===== src/rtl/io_pkg.sv =====
// Shared constants for io_interface_v2: register offsets, seven-segment lookup
// table and the SD_CTRL reset value.
package io_pkg;

  localparam logic [10:0] SW_OFF      = 11'h000;
  localparam logic [10:0] LED_OFF     = 11'h010;
  localparam logic [10:0] SD_OFF      = 11'h020;
  localparam logic [10:0] SD_CTRL_OFF = 11'h024;
  localparam logic [10:0] PB_OFF      = 11'h030;
  localparam logic [10:0] PB_EDGE_OFF = 11'h034;
  localparam logic [10:0] TIMER_OFF   = 11'h040;

  // All digits blank out of reset so the display stays dark until software sets it up.
  localparam logic [31:0] SD_CTRL_RST = 32'h0000_FF00;

  // Active-low segments, bit0 = a .. bit6 = g, bit7 = dp (off).
  localparam logic [7:0] SEG_LUT [16] = '{
    8'hC0, 8'hF9, 8'hA4, 8'hB0, 8'h99, 8'h92, 8'h82, 8'hF8,
    8'h80, 8'h90, 8'h88, 8'h83, 8'hC6, 8'hA1, 8'h86, 8'h8E
  };

  function automatic logic [7:0] seg_decode(input logic [3:0] nib,
                                            input logic       dp,
                                            input logic       blank);
    logic [7:0] seg;
    seg = SEG_LUT[nib];
    if (dp)    seg[7] = 1'b0;
    if (blank) seg    = 8'hFF;
    return seg;
  endfunction

endpackage


===== src/rtl/pb_debouncer.sv =====
// Pushbutton debouncer: 2-FF synchronisers, shared sample prescaler and
// two-consecutive-sample acceptance; emits debounced state and a one-cycle rise vector.
module pb_debouncer #(
  parameter int PB_WIDTH        = 20,
  parameter int DEBOUNCE_CYCLES = 500000
) (
  input  logic                clk_i,
  input  logic                rst_ni,
  input  logic [PB_WIDTH-1:0] pb_i,
  output logic [PB_WIDTH-1:0] state_o,
  output logic [PB_WIDTH-1:0] rise_o
);

  localparam int CNT_W = $clog2(DEBOUNCE_CYCLES);

  logic [PB_WIDTH-1:0] sync1_q, sync2_q;
  logic [PB_WIDTH-1:0] prev_q, prev_d;
  logic [PB_WIDTH-1:0] state_q, state_d;
  logic [CNT_W-1:0]    cnt_q, cnt_d;
  logic                tick;

  assign tick = (cnt_q == CNT_W'(DEBOUNCE_CYCLES - 1));

  always_comb begin
    cnt_d   = tick ? '0 : cnt_q + 1'b1;
    prev_d  = prev_q;
    state_d = state_q;
    if (tick) begin
      prev_d  = sync2_q;
      // A bit only moves when this sample agrees with the previous one.
      state_d = (state_q & (sync2_q ^ prev_q)) | (sync2_q & ~(sync2_q ^ prev_q));
    end
  end

  always_ff @(posedge clk_i or negedge rst_ni) begin
    if (!rst_ni) begin
      sync1_q <= '0;
      sync2_q <= '0;
      prev_q  <= '0;
      state_q <= '0;
      cnt_q   <= '0;
    end else begin
      sync1_q <= pb_i;
      sync2_q <= sync1_q;
      prev_q  <= prev_d;
      state_q <= state_d;
      cnt_q   <= cnt_d;
    end
  end

  assign state_o = state_q;
  assign rise_o  = state_d & ~state_q;

endmodule


===== src/rtl/io_interface_v2.sv =====
// Memory-mapped IO block: switches, LEDs, 8-digit seven-segment display and
// debounced pushbuttons with W1C edge capture. Define IO_TIMER_EN for the cycle timer.
module io_interface_v2
  import io_pkg::*;
#(
  parameter int DATAWIDTH       = 32,
  parameter int ADDRWIDTH       = 32,
  parameter int SW_WIDTH        = 32,
  parameter int LED_WIDTH       = 32,
  parameter int PB_WIDTH        = 20,
  parameter int DEBOUNCE_CYCLES = 500000
) (
  input  logic                 iClk,
  input  logic                 iReset_n,
  input  logic [ADDRWIDTH-1:0] iAddress,
  input  logic [DATAWIDTH-1:0] iWriteData,
  output logic [DATAWIDTH-1:0] oReadData,
  input  logic                 iWR,
  input  logic                 iIOS,
  output logic [7:0]           oSSLED7,
  output logic [7:0]           oSSLED6,
  output logic [7:0]           oSSLED5,
  output logic [7:0]           oSSLED4,
  output logic [7:0]           oSSLED3,
  output logic [7:0]           oSSLED2,
  output logic [7:0]           oSSLED1,
  output logic [7:0]           oSSLED0,
  output logic [31:0]          oLED,
  input  logic [19:0]          iPB,
  input  logic [31:0]          iSW
);

  logic [10:0] offset;
  logic        wr_en;
  logic        unused_addr_hi;

  assign offset         = iAddress[10:0];
  assign wr_en          = iIOS & iWR;
  assign unused_addr_hi = ^iAddress[ADDRWIDTH-1:11];

  logic [LED_WIDTH-1:0] led_q, led_d;
  logic [31:0]          sd_data_q, sd_data_d;
  logic [7:0]           dp_q, dp_d;
  logic [7:0]           blank_q, blank_d;
  logic [PB_WIDTH-1:0]  pb_state, pb_rise;
  logic [PB_WIDTH-1:0]  pb_edge_q, pb_edge_d, pb_clr;

  pb_debouncer #(
    .PB_WIDTH        (PB_WIDTH),
    .DEBOUNCE_CYCLES (DEBOUNCE_CYCLES)
  ) u_pb_debouncer (
    .clk_i   (iClk),
    .rst_ni  (iReset_n),
    .pb_i    (iPB[PB_WIDTH-1:0]),
    .state_o (pb_state),
    .rise_o  (pb_rise)
  );

  always_comb begin
    led_d     = led_q;
    sd_data_d = sd_data_q;
    dp_d      = dp_q;
    blank_d   = blank_q;
    pb_clr    = '0;
    if (wr_en) begin
      case (offset)
        LED_OFF:     led_d     = iWriteData[LED_WIDTH-1:0];
        SD_OFF:      sd_data_d = iWriteData[31:0];
        SD_CTRL_OFF: begin
          dp_d    = iWriteData[7:0];
          blank_d = iWriteData[15:8];
        end
        PB_EDGE_OFF: pb_clr    = iWriteData[PB_WIDTH-1:0];
        default: ;
      endcase
    end
    // A rise landing on the same edge as its clear must not be lost.
    pb_edge_d = (pb_edge_q & ~pb_clr) | pb_rise;
  end

  always_ff @(posedge iClk or negedge iReset_n) begin
    if (!iReset_n) begin
      led_q     <= '0;
      sd_data_q <= '0;
      dp_q      <= SD_CTRL_RST[7:0];
      blank_q   <= SD_CTRL_RST[15:8];
      pb_edge_q <= '0;
    end else begin
      led_q     <= led_d;
      sd_data_q <= sd_data_d;
      dp_q      <= dp_d;
      blank_q   <= blank_d;
      pb_edge_q <= pb_edge_d;
    end
  end

`ifdef IO_TIMER_EN
  logic [31:0] timer_q, timer_d;

  assign timer_d = (wr_en && offset == TIMER_OFF) ? iWriteData[31:0] : timer_q + 32'd1;

  always_ff @(posedge iClk or negedge iReset_n) begin
    if (!iReset_n) timer_q <= '0;
    else           timer_q <= timer_d;
  end
`endif

  always_comb begin
    oReadData = '0;
    if (iIOS) begin
      case (offset)
        SW_OFF:      oReadData[SW_WIDTH-1:0]  = iSW[SW_WIDTH-1:0];
        LED_OFF:     oReadData[LED_WIDTH-1:0] = led_q;
        SD_OFF:      oReadData[31:0]          = sd_data_q;
        SD_CTRL_OFF: oReadData[15:0]          = {blank_q, dp_q};
        PB_OFF:      oReadData[PB_WIDTH-1:0]  = pb_state;
        PB_EDGE_OFF: oReadData[PB_WIDTH-1:0]  = pb_edge_q;
`ifdef IO_TIMER_EN
        TIMER_OFF:   oReadData[31:0]          = timer_q;
`endif
        default: ;
      endcase
    end
  end

  always_comb begin
    oLED                  = '0;
    oLED[LED_WIDTH-1:0]   = led_q;
  end

  logic [7:0] seg [8];

  for (genvar n = 0; n < 8; n++) begin : g_digit
    assign seg[n] = seg_decode(sd_data_q[4*n +: 4], dp_q[n], blank_q[n]);
  end

  assign oSSLED0 = seg[0];
  assign oSSLED1 = seg[1];
  assign oSSLED2 = seg[2];
  assign oSSLED3 = seg[3];
  assign oSSLED4 = seg[4];
  assign oSSLED5 = seg[5];
  assign oSSLED6 = seg[6];
  assign oSSLED7 = seg[7];

endmodule


===== config.mk =====
export PLATFORM = sky130hd
export DESIGN_NAME = io_interface_v2
export DESIGN_NICKNAME = d
export VERILOG_FILES = /design/src/rtl/io_pkg.sv /design/src/rtl/pb_debouncer.sv /design/src/rtl/io_interface_v2.sv
export SDC_FILE = /design/constraint.sdc
export NUM_CORES = 1
export LEC_CHECK = 0
export CAP_MARGIN = 20
export CORE_MARGIN = 2
export CORE_UTILIZATION = 51
export CTS_CLUSTER_DIAMETER = 100
export DETAILED_ROUTE_END_ITERATION = 8
export PLACE_DENSITY = 0.81
export SYNTH_ARGS = -nofsm -noshare
export SYNTH_HDL_FRONTEND = slang
export SYNTH_SLANG_ARGS = --single-unit

===== constraint.sdc =====
create_clock -name iClk -period 3.5 [get_ports iClk]
set_input_delay 0.525 -clock iClk [delete_from_list [all_inputs] [get_ports iClk]]
set_output_delay 0.525 -clock iClk [all_outputs]
set_load 0.02 [all_outputs]

# Word level (Yosys, flattened, before mapping)
# Memory sizes are Yosys's and may differ from the RTL's.
# Index checks and enable logic that the tools add are counted.
# W data, S select, Z words.
# word_totals
romBits	1024
register_bits	199
memories	8
out_inout_bits	128
input_bits	120
wordCells	96
# memory_table
name	words	width	read_ports	rd_clocked_by_memory_dff	wr	line_no	rtl
(no name shown)	16	8	1	0	0	io_pkg.sv:26	seg = SEG_LUT[nib];
(no name shown)	16	8	1	0	0	io_pkg.sv:26	
(no name shown)	16	8	1	0	0	io_pkg.sv:26	
(no name shown)	16	8	1	0	0	io_pkg.sv:26	
(no name shown)	16	8	1	0	0	io_pkg.sv:26	
(no name shown)	16	8	1	0	0	io_pkg.sv:26	
+2 memories	--	--	--	--	--	--	
# classes
eq_ne	6
n_lt_le_gt_ge	8
n_bitwise	19
muxes	40
addsub	1
reduce_logical	4
# ops
operator	n
$mux W8	24
$pmux W16 S6	1
$and A20 B20 Y20	4
$mux W20	3
$not A20 Y20	3
$eq A11 B6 Y1 const B	4
$ge A5 B5 Y1 const B	8
$not A4 Y5	8
$or A20 B20 Y20	2
$pmux W12 S3	1
$mux W32	1
$pmux W4 S5	1
$xor A20 B20 Y20	1
$add A19 B1 Y19 const B	1
$eq A19 B19 Y1 const B	1
$mux W19	1
$eq A11 B5 Y1 const B	1
$logic_not A11 Y1	1
$mux W1	8
$reduce_and A2 Y1	3
$and A1 B1 Y1	1

# Logic depth before layout (Yosys ltp)
# logic_depth
ltp_word	7
mapped_depth	7
ltp_nobuf	6

# By module
# Synthesis repeated with hierarchy kept, for this count alone.
# hier_totals
cells_unflattened	1073
area_unflattened_um2	11202.0
# by_module_without_submodules
mod	instances	seq_area_each_um2	area_per_inst_um2	cells_each
io_interface_v2	1	2512.4	7333.3	769
pb_debouncer	1	2477.4	3868.7	304

# Least setup slack after synthesis
# OpenSTA, ideal clock, no wires.
# synth_path
path_type	input to output
start	input port iAddress[4]
end	output port oReadData[6]
required_time_ns	2.975
n_path_buf	3
path_stages	6
arrival_time_ns	2.399
path_slack_ns	0.576
cell_sequence	clkbuf_1 -> buf_1 -> clkbuf_1 -> mux2_2 -> a22oi_1 -> nor2_1
# synth_between
elab_chain_cells	3
word_cells_on_any_way	8
classes_between	eq/ne (5); mux (2); reduce/logical (1)
# synth_lines
item	line_no	rtl
from (decl)	io_interface_v2.sv:15	input logic [ADDRWIDTH-1:0] iAddress,
$eq A11 B6 Y1 (tied with other cells)	io_interface_v2.sv:111	case (offset)
$pmux W16 S6 (*)	io_interface_v2.sv:111	
$mux W32 (*)	io_interface_v2.sv:110	if (iIOS) begin
to (decl)	io_interface_v2.sv:17	output logic [DATAWIDTH-1:0] oReadData,
# Every way passes the cells marked *; elsewhere a longest branch is shown, timed or not.

# Final worst setup path
# layout_path
start	input port iAddress[6]
end	output port oReadData[25]
# layout_between
elab_chain_cells	3
word_cells_on_any_way	5
classes_between	eq/ne (2); mux (2); reduce/logical (1)
# layout_lines
item	line_no
$eq A11 B6 Y1 (tied with other cells)	io_interface_v2.sv:111
$pmux W12 S3 (*)	io_interface_v2.sv:111
$mux W32 (*)	io_interface_v2.sv:110
# Marks and branches as above.

==> impl_metrics.env <==
export IMPL_status="complete, no violations"
export IMPL_synth_seq_area_share=0.4464
export IMPL_pwr_share_seq=0.507
export IMPL_ys_flop_type="dfrtp_1"
export IMPL_post_cts_buffers=0
export IMPL_grt_pass1_wl_um=47080
export IMPL_hold_viol=0
export IMPL_layout_cells_non_filler=1508
export IMPL_max_slew_margin_rel=0.5319
export IMPL_fin_nets=1384
export IMPL_fp_dieH_um=152.0
export IMPL_initial_core_util=0.5153
export IMPL_synth_edff_count=0
export IMPL_clock_sinks=199
export IMPL_n_antenna_cell=0
export IMPL_critPathBufInv=2
export IMPL_antenna_found_initial=0
export IMPL_maxSlewViolCount=0
export IMPL_grt_ovfl_total=0
export IMPL_cp_end_kind="primary output"
export IMPL_avgSynthCellArea_sq_um=10.99
export IMPL_ant_nets=0
export IMPL_path_cells="clkdlybuf4s50_1, or4_4, or3_2, a211o_2, nor2_1, dlygate4sd2_1"
export IMPL_worst_path_max_delay_cell="or4_4"
export IMPL_clk_pin_slew_ns=0.07
export IMPL_die_area_sq_mm=0.02312
export IMPL_grt_use_total=0.2545
export IMPL_fmaxAchievable_ghz=0.2962
export IMPL_slowest_delay_ns=0.54
export IMPL_synth_seq_cells=199
export IMPL_wl_um=29500
export IMPL_power_density_mw_per_mm2=323.2
export IMPL_gp_congestion=0.9138
export IMPL_p_clk_frac=0.420
export IMPL_fill_cells=1693
export IMPL_clk_path_buf_depth=2
export IMPL_p_switching_w=0.001062
export IMPL_firstDrtPassIters=5
export IMPL_internal_power_w=0.003569
export IMPL_synthTopCellsByArea="dfrtp_1 43%, mux2_2 8.8%, ha_1 5.5%, mux4_2 4.2%, mux2_4 4.0%"
export IMPL_period_needed_ns=3.376
export IMPL_min_path_type="input pin to asynchronous set/reset pin"
export IMPL_ys_warn_count=0
export IMPL_path_class="input pin to primary output"
export IMPL_htreeDepth=4
export IMPL_switching_share=0.2292
export IMPL_cts_hold_buffers=0
export IMPL_rsz0062_at_grt="no"
export IMPL_p_comb_frac=0.073
export IMPL_grt_pass1_vias=8675
export IMPL_cts_buffers=17
export IMPL_vias=8722
export IMPL_ir_drop_mv=0.3620
export IMPL_critPathTopFamily="simple AND/OR/NAND/NOR gates"
export IMPL_io_buffers=226
export IMPL_dp_cells=1476
export IMPL_p_leak_nw=6.844
export IMPL_drc_errors=0
export IMPL_hpwl_um=20920
export IMPL_io_pins=248
export IMPL_dieWidth_um=152.0
export IMPL_grt_max_degree=90
export IMPL_cts_root_buf="clkbuf_16"
export IMPL_syn_nets=1186
export IMPL_syn_area_sq_mm=0.01118
export IMPL_coreArea_sq_mm=0.02169
export IMPL_wl_per_cell_um=19.56
export IMPL_cp_max_fo=12
export IMPL_areaGrowthSynthToFinish_pct=28.20
export IMPL_async_flop_share=1.000
export IMPL_setup_violations=0
export IMPL_cp_start_kind="input pin"
export IMPL_arrival_ns=2.85
export IMPL_tritoncts="done"
export IMPL_fp_row_count=54
export IMPL_vias_per_cell=5.784
export IMPL_fin_crit_sh=0.9645
export IMPL_yosysTopAreaCell="dfrtp_1"
export IMPL_synth_cell_type_count=52
export IMPL_layout_drive_gt1_share=0.1800
export IMPL_design_power_total_w=0.004631
export IMPL_synthCells=1017
export IMPL_worst_pin_slew_ns=0.7022
export IMPL_fin_skew_ns=0.01188
export IMPL_synth_top_area_frac=0.4276
export IMPL_worstPathRequired_ns=2.97
export IMPL_clkLatencyLatePin_ns=0.43
export IMPL_initialDrtViolationCount=582
export IMPL_drv_cap=0
==> final cells by class <==
class / instances / area (sq um) / area share
Multi-Input combinational cell: 698 / 5698 / 0.3977
Sequential cell: 199 / 4990 / 0.3482
Timing Repair Buffer: 252 / 2537 / 0.1771
Clock buffer: 19 / 432.9 / 0.03021
Tap cell: 280 / 350.3 / 0.02445
Inverter: 47 / 176.4 / 0.01231
Clock inverter: 13 / 143.9 / 0.01004
==> per-layer routing <==
layer	routed length (um)	track usage
met5	0	0
met2	14140	0.4202
met4	695	0.08500
met1	12960	0.3418
met3	1705	0.04621
==> Yosys cell counts, types with 3 or more instances <==
| cell type | n |
|---|---|
| a211o_1 | 29 |
| a211oi_1 | 12 |
| a21boi_0 | 22 |
| a21o_1 | 3 |
| a21oi_1 | 27 |
| a221o_1 | 4 |
| a22oi_1 | 22 |
| a311o_1 | 4 |
| a31oi_1 | 13 |
| a41o_1 | 18 |
| and3_1 | 5 |
| buf_1 | 6 |
| buf_12 | 3 |
| buf_2 | 4 |
| clkbuf_1 | 59 |
| dfrtp_1 | 191 |
| dfstp_2 | 8 |
| ha_1 | 49 |
| inv_1 | 47 |
| mux2_2 | 87 |
| mux2_4 | 30 |
| mux2i_1 | 18 |
| mux4_2 | 21 |
| nand2_1 | 47 |
| nand2b_1 | 17 |
| nand3_1 | 7 |
| nand4_1 | 6 |
| nor2_1 | 97 |
| nor2b_1 | 17 |
| nor4_1 | 7 |
| o211ai_1 | 20 |
| o21a_1 | 7 |
| o21ai_0 | 68 |
| or2_2 | 4 |
| or3_1 | 3 |
| xnor2_1 | 7 |
| xor2_1 | 7 |
==> path summary, 6_finish.rpt <==
check,start,end,slack (ns),depth (start not counted)
max,iAddress[6],oReadData[25],0.12,6
min,iReset_n,u_pb_debouncer.sync1_q[16],0.15,1
max reg2reg,u_pb_debouncer.cnt_q[0],u_pb_debouncer.prev_q[7],1.19,6
min reg2reg,u_pb_debouncer.sync1_q[0],u_pb_debouncer.sync2_q[0],0.35,0
max in group asynchronous,iReset_n,sd_data_q[1],2.44,2
min in group iClk,u_pb_debouncer.sync1_q[0],u_pb_debouncer.sync2_q[0],0.35,0
==> logic make-up (layout without fill, tap and decap cells) <==
group | count (synthesis) | in the layout | synth area share
AND/OR/NAND/NOR | 227 | 227 | 0.09952
XOR/XNOR | 14 | 14 | 0.01097
adder cells (fa/ha/maj) | 49 | 49 | 0.05485
buffers and inverters | 120 | 331 | 0.04579
multiplexers | 156 | 156 | 0.1864
flip-flops | 199 | 199 | 0.4464
AO/OA/AOI/OAI | 252 | 252 | 0.1561
==> flip-flops by register name, summed over array words and instances (netlist names) <==
register	count
pb_edge_q	20
dp_q	8
u_pb_debouncer.prev_q	20
sd_data_q	32
u_pb_debouncer.sync1_q	20
blank_q	8
oLED	32
u_pb_debouncer.state_o	20
u_pb_debouncer.cnt_q	19
u_pb_debouncer.sync2_q	20
==> power groups by stage <==
| stage | combinational, W | sequential, W | clock (W) |
|---|---|---|---|
| global placement | 0.000336 | 0.00239 | 0 |
| finish | 0.000339 | 0.00235 | 0.00194 |
| global route | 0.000364 | 0.00235 | 0.00207 |
| CTS | 0.000342 | 0.00235 | 0.00198 |
| floorplan | 0.000107 | 0.00239 | 0 |
| detailed placement | 0.000340 | 0.00239 | 0 |
==> repair_timing <==
item                                    CTS  global route
hold endpoints to repair                  0             0
pin swaps                                 0             0
gates resized for setup                  20            13
endpoints found under the setup margin   19            13
==> cells in the final DEF (no fill, tap or decap), types with 8 or more instances in the layout <==
cell,instances
mux2_2,87
a211oi_1,12
a21boi_0,22
dfstp_2,8
clkdlybuf4s50_1,191
clkbuf_16,17
a22oi_1,22
dlymetal6s2s_1,13
a41o_1,18
o21ai_0,68
o211ai_1,20
inv_1,47
mux4_2,21
nor2_1,97
buf_4,21
dfrtp_1,191
a21oi_1,27
mux2i_1,18
a211o_1,28
ha_1,49
nand2b_1,17
mux2_4,30
a31oi_1,13
nor2b_1,17
dlygate4sd2_1,19
nand2_1,47
==> stage by stage <==
step | cell area, sq um | setup slack [ns] | hold WS [ns] | setup TNS [ns] | utilization
floorplan | 11180 | 0.5763 | 0.2294 | 0 | -
global placement | 13740 | -0.1752 | 0.3330 | -1.974 | 0.6336
detailed placement | 13740 | -0.2219 | 0.3365 | -2.404 | 0.6336
CTS | 14300 | 0.005079 | 0.1774 | 0 | 0.6592
global route | 14330 | 0.05734 | 0.2130 | 0 | 0.6607
finish | 14330 | 0.1243 | 0.1548 | 0 | 0.6607
(Power assumes the default switching activity.)
